`src/rtl/npu_layer_sequencer_pkg.sv`:
```
// Shared constants and state encoding for the NPU layer sequencer and its watchdog.
package npu_layer_sequencer_pkg;

    localparam int NPU_DATA_WIDTH = 16;
    localparam int ADDR_W         = 8;
    localparam int CNT_W          = 8;
    localparam int TIMEOUT        = 255;

    typedef enum logic [2:0] {
        SEQ_IDLE,
        SEQ_FETCH,
        SEQ_MAC_ISSUE,
        SEQ_MAC_WAIT,
        SEQ_ACT_ISSUE,
        SEQ_ACT_WAIT,
        SEQ_WRITE,
        SEQ_DONE
    } seq_state_t;

endpackage

```
`src/rtl/npu_layer_sequencer_watchdog.sv`:
```
// npu_seq_watchdog: counts cycles spent waiting on the math core and flags expiry.
// The count clears whenever i_run is low, so every wait state starts from zero.
module npu_seq_watchdog
    import npu_layer_sequencer_pkg::*;
#(
    parameter int LIMIT = TIMEOUT
) (
    input  logic clk,
    input  logic rst,
    input  logic i_run,
    output logic o_expire
);

    localparam int CW = $clog2(LIMIT + 1);

    logic [CW-1:0] r_cnt;

    always_ff @(posedge clk or posedge rst) begin
        if (rst) begin
            r_cnt <= '0;
        end else if (i_run) begin
            r_cnt <= r_cnt + CW'(1);
        end else begin
            r_cnt <= '0;
        end
    end

    // Expiry on the last waiting cycle lands the error pulse LIMIT cycles after entry.
    assign o_expire = i_run && (r_cnt == CW'(LIMIT - 1));

endmodule

```
`src/rtl/npu_layer_sequencer.sv`:
```
// npu_layer_sequencer: steps one NN layer (neuron outer loop, input inner loop) through the math core.
// Optional busy-cycle counter output perf_cycles is built when LAYER_PERF_CNT_EN is defined.
// Config handshake: transfer on cfg_valid & cfg_ready; cfg_ready is high only while IDLE.
module npu_layer_sequencer
    import npu_layer_sequencer_pkg::*;
(
    input  logic              clk,
    input  logic              reset_b,
    input  logic              cfg_valid,
    output logic              cfg_ready,
    input  logic [CNT_W-1:0]  cfg_num_inputs,
    input  logic [CNT_W-1:0]  cfg_num_neurons,
    input  logic [ADDR_W-1:0] cfg_in_base,
    input  logic [ADDR_W-1:0] cfg_w_base,
    input  logic [ADDR_W-1:0] cfg_out_base,
    input  logic              abort,
    output logic              rd_en,
    output logic [ADDR_W-1:0] in_addr,
    output logic [ADDR_W-1:0] w_addr,
    output logic              calc_start,
    input  logic              calc_valid,
    output logic              sig_start,
    input  logic              sig_valid,
    output logic              res_we,
    output logic [ADDR_W-1:0] res_addr,
    output logic              busy,
    output logic              layer_done,
    output logic              err,
`ifdef LAYER_PERF_CNT_EN
    output logic [31:0]       perf_cycles,
`endif
    output seq_state_t        dbg_state
);

    seq_state_t        r_state, w_next;
    logic [CNT_W-1:0]  r_num_in, r_num_neu, r_i, r_n;
    logic [ADDR_W-1:0] r_in_base, r_out_base, r_wptr;
    logic              r_err, r_bad_done;
    logic              w_hs, w_bad, w_wait, w_expire, w_timeout, w_mac_last, w_neu_last;

    assign w_hs       = (r_state == SEQ_IDLE) && cfg_valid && !abort;
    assign w_bad      = (cfg_num_inputs == '0) || (cfg_num_neurons == '0);
    assign w_wait     = (r_state == SEQ_MAC_WAIT) || (r_state == SEQ_ACT_WAIT);
    assign w_mac_last = (r_i == r_num_in - CNT_W'(1));
    assign w_neu_last = (r_n == r_num_neu - CNT_W'(1));
    // A valid arriving on the final watchdog cycle still counts as a response.
    assign w_timeout  = w_expire && !abort &&
                        (((r_state == SEQ_MAC_WAIT) && !calc_valid) ||
                         ((r_state == SEQ_ACT_WAIT) && !sig_valid));

    npu_seq_watchdog #(.LIMIT(TIMEOUT)) u_watchdog (
        .clk      (clk),
        .rst      (reset_b),
        .i_run    (w_wait),
        .o_expire (w_expire)
    );

    always_ff @(posedge clk or posedge reset_b) begin
        if (reset_b) begin
            r_state    <= SEQ_IDLE;
            r_num_in   <= '0;
            r_num_neu  <= '0;
            r_i        <= '0;
            r_n        <= '0;
            r_in_base  <= '0;
            r_out_base <= '0;
            r_wptr     <= '0;
            r_err      <= 1'b0;
            r_bad_done <= 1'b0;
        end else begin
            r_state    <= w_next;
            r_err      <= (w_hs && w_bad) || w_timeout;
            r_bad_done <= w_hs && w_bad;
            if (w_hs) begin
                r_num_in   <= cfg_num_inputs;
                r_num_neu  <= cfg_num_neurons;
                r_in_base  <= cfg_in_base;
                r_out_base <= cfg_out_base;
                r_wptr     <= cfg_w_base;
                r_i        <= '0;
                r_n        <= '0;
            end else if (!abort) begin
                if ((r_state == SEQ_MAC_WAIT) && calc_valid) begin
                    r_i    <= r_i + CNT_W'(1);
                    r_wptr <= r_wptr + ADDR_W'(1);
                end
                // Weight pointer keeps running across neurons: rows are contiguous.
                if (r_state == SEQ_WRITE) begin
                    r_i <= '0;
                    r_n <= r_n + CNT_W'(1);
                end
            end
        end
    end

    always_comb begin
        w_next = r_state;
        case (r_state)
            SEQ_IDLE:      if (w_hs && !w_bad) w_next = SEQ_FETCH;
            SEQ_FETCH:     w_next = SEQ_MAC_ISSUE;
            SEQ_MAC_ISSUE: w_next = SEQ_MAC_WAIT;
            SEQ_MAC_WAIT: begin
                if (calc_valid)    w_next = w_mac_last ? SEQ_ACT_ISSUE : SEQ_FETCH;
                else if (w_expire) w_next = SEQ_IDLE;
            end
            SEQ_ACT_ISSUE: w_next = SEQ_ACT_WAIT;
            SEQ_ACT_WAIT: begin
                if (sig_valid)     w_next = SEQ_WRITE;
                else if (w_expire) w_next = SEQ_IDLE;
            end
            SEQ_WRITE:     w_next = w_neu_last ? SEQ_DONE : SEQ_FETCH;
            SEQ_DONE:      w_next = SEQ_IDLE;
            default:       w_next = SEQ_IDLE;
        endcase
        if (abort) w_next = SEQ_IDLE;
    end

    // Abort silences every strobe in the cycle it is seen.
    assign cfg_ready  = (r_state == SEQ_IDLE);
    assign busy       = (r_state != SEQ_IDLE);
    assign rd_en      = (r_state == SEQ_FETCH) && !abort;
    assign calc_start = (r_state == SEQ_MAC_ISSUE) && !abort;
    assign sig_start  = (r_state == SEQ_ACT_ISSUE) && !abort;
    assign res_we     = (r_state == SEQ_WRITE) && !abort;
    assign layer_done = ((r_state == SEQ_DONE) || r_bad_done) && !abort;
    assign err        = r_err && !abort;
    assign in_addr    = r_in_base + ADDR_W'(r_i);
    assign w_addr     = r_wptr;
    assign res_addr   = r_out_base + ADDR_W'(r_n);
    assign dbg_state  = r_state;

`ifdef LAYER_PERF_CNT_EN
    logic [31:0] r_perf;

    always_ff @(posedge clk or posedge reset_b) begin
        if (reset_b) begin
            r_perf <= '0;
        end else if (w_hs) begin
            r_perf <= '0;
        end else if (busy && (r_perf != '1)) begin
            r_perf <= r_perf + 32'd1;
        end
    end

    assign perf_cycles = r_perf;
`endif

endmodule

```
`config.mk`:
```
export PLATFORM = sky130hd
export DESIGN_NAME = npu_layer_sequencer
export DESIGN_NICKNAME = d
export VERILOG_FILES = /design/src/rtl/npu_layer_sequencer_pkg.sv /design/src/rtl/npu_layer_sequencer_watchdog.sv /design/src/rtl/npu_layer_sequencer.sv
export SDC_FILE = /design/constraint.sdc
export NUM_CORES = 1
export LEC_CHECK = 0
export CORE_UTILIZATION = 64
export DETAILED_ROUTE_END_ITERATION = 6
export DONT_BUFFER_PORTS = 1
export PLACE_DENSITY_LB_ADDON = 0.12
export SKIP_CTS_REPAIR_TIMING = 1
export SYNTH_ARGS = -nofsm -noshare
export SYNTH_HDL_FRONTEND = slang
export SYNTH_SLANG_ARGS = --single-unit
```
`constraint.sdc`:
```
create_clock -name clk -period 2.6 [get_ports clk]
set_input_delay 0.26 -clock clk [delete_from_list [all_inputs] [get_ports clk]]
set_output_delay 0.26 -clock clk [all_outputs]
set_load 0.005 [all_outputs]
```
==> run metrics <==
outcome=finished clean; Worst EP arrival=2.19 ns; routed length per placed instance=15.8 um; CTS root buf=clkbuf_8; Synth async-reset ratio=1.00; register area=0.00173 sq mm; largest net degree at the start of global routing=70; Crit path max-delay family=compound AO/OA/AOI/OAI gates; DR iter-0 viols=187; clk slew on worst S/H paths=roughly 0.080 ns; P per Cell Area=a little over 600 mW/mm^2; antenna-violating nets left=0; r2r setup slk=0.45 ns; Mapped Area=0.00415 sq mm; Post-Place Setup Slack=0.429 ns; Startpoint Class=flop; CTS tree=yes; library cells used by synthesis=between 50 and 60; commonest non-fill, non-tap cell in the layout=nand2_1; leak pwr=0.00203 uW; Routed Wire Length=8830 um; # fillers=481; CP cell instances=ha_1 > a21o_1 > a21oi_2 > nand2b_1 > a21oi_1 > o41a_1 > xnor2_1; CP Capture Point=in_addr[7]; Critical-path top delay cell=dfrtp_2; fin crit period=2.45 ns; routed vias=3314; RSZ-0062 raised after global routing=false; final hold violation count=0; FF-to-FF End=r_n[5]; average size of a mapped cell=8.69 sq um; worst-margin pin slew=about 0.85 ns; max incr delay on CP=approximately 0.46 ns; Hold Crit Class=input pin to flop; final worst-path cycle share=0.943; total gr overflow=0; CP Capture Type=primary output; EDFF count, synth=0; slew margin rel.=0.433; Critical Path Source=r_i[1]; CORE AREA=0.00610 sq mm; I/O pins=just over 80; final setup margin=~0.15 ns; count of final setup violators=0; drt first pass iters=4; Max clock buf depth=2; Antenna diodes=0; Clock Skew=between 0.008 and 0.009 ns; Site Rows=28; Die Y=just over 80 um; number of global-route vias before repair=3245; gr usage total=0.275; fraction of layout cells with a size suffix above 1=0.0768; max-cap viol count=0; clk sinks=69; setup_tns=0 ns; area of the multi-input gates=0.00228 sq mm; Post-route DRC=0; Max FO, Critical Path=6; fin. max-slew vios=0; WP data required=2.34 ns; H-tree Lvls=3; R2R depth=6; Die W=82.6 um; fmax=0.408 GHz; number of antenna violations at the first check in global routing=0; Area Overhead vs Synth=5.87%; RR Startpoint=dbg_state[1]; Top FF cell, synth=dfrtp_1; most frequent cells in the layout=nand2_1 (113), dfrtp_1 (66), nor2_1 (44), xnor2_1 (30); flops & latches, synth=69; final net count=546; Final HPWL DP=6340 um; Synth Instances=478; Clk Latency, worst-skew pair=0.34 ns; maximum vdd drop=0.392 mV; buffers added on ports=0; post-synthesis sequential area ratio=0.416; syn_nets=around 550; gpl congestion=approximately 0.86; first-pass GRT wire length=14000 um; total clock buffers created by CTS=9; via/cell ratio=5.95; Yosys Warn Count=0; initial core utilization=0.681; Crit path depth=7; die area=0.00682 sq mm; WP buf/inv=0; CP Class=flop to primary output
[per-stage QoR]
step	power [uW]	util	cells	instance area, sq um	hold WS [ns]
2_1_floorplan	1830	-	478	4150	0.365
3_3_place_gp	1940	0.690	540	4210	0.369
3_5_place_dp	1970	0.690	540	4210	0.371
4_1_cts	2740	0.718	556	4380	0.0160
5_1_grt	2880	0.721	557	4400	0.0166
6_report	2720	0.721	557	4400	0.0222
[worst reg2reg max path: cells and delay by family (launching register included)]
family	cells	cell delay (ns)
compound gates	1	0.25
flops	1	0.61
xor+xnor	1	0.16
simple gates	4	1.01
[final cells by class]
| class | count | area share |
|---|---|---|
| clock buffers | 13 | 0.0339 |
| inverters | 21 | 0.0179 |
| well taps | 75 | 0.0213 |
| repair buffers | 6 | 0.0102 |
| clock inverters | 3 | 0.00484 |
| flip-flops and latches | 69 | 0.393 |
| multi-input cells | 370 | 0.518 |
[sequential cells by signal, summed over array words and instances (netlist names), 3 cells and up]
register / count
dbg_state: 3
r_i: 8
r_in_base: 8
r_n: 8
r_num_in: 8
r_num_neu: 8
r_out_base: 8
u_watchdog.r_cnt: 8
w_addr: 8
[synth_stat cells (8+ instances only)]
master    count  area [sq um]
xnor2_1      30           263
xor2_1       23           201
a21oi_1       9          45.0
inv_1        21          78.8
nor2_1       44           165
and3_1        8          50.1
ha_1         21           263
o21ai_0      23           115
buf_2         8          40.0
nand2_1     113           424
nand3_1      14          70.1
dfrtp_1      69          1730
nor3_1        9          45.0
clkbuf_1     10          37.5
[layer usage]
layer,vias to the layer above,wire length (um),GRT usage
met2,67,4590,0.507
met5,-,0,0
li1,1611,-,-
met4,0,165,0.109
met1,1622,3730,0.306
met3,14,337,0.0593
[power by group]
group / leakage (uW) / internal (uW) / switching [uW]
Sequential: 0.000895 / 1200 / 137
Clock: 0.0000836 / 374 / 400
Combinational: 0.00105 / 271 / 335
Total: 0.00203 / 1850 / 872
[worst min path at each step]
stage / from / endpoint / slack [ns] / cells after the start
global route: cfg_num_inputs[3] / r_num_in[3] / 0.02 / 2
floorplan: cfg_in_base[0] / r_in_base[0] / 0.37 / 2
global placement: cfg_in_base[6] / r_in_base[6] / 0.37 / 2
finish: cfg_num_inputs[7] / r_num_in[7] / 0.02 / 2
CTS: cfg_in_base[6] / r_in_base[6] / 0.02 / 2
detailed placement: cfg_out_base[4] / r_out_base[4] / 0.37 / 2
[cells by family (layout without fill, tap and decap cells)]
| group | count (synthesis) | in the layout | synth area share |
|---|---|---|---|
| flip-flops | 69 | 69 | 0.416 |
| XOR/XNOR | 54 | 54 | 0.116 |
| adder cells (fa/ha/maj) | 23 | 23 | 0.0729 |
| AND/OR/NAND/NOR | 225 | 225 | 0.244 |
| buffers and inverters | 39 | 43 | 0.0377 |
| AO/OA/AOI/OAI | 68 | 68 | 0.114 |
Note: power is estimated with default switching activity, not from simulation.
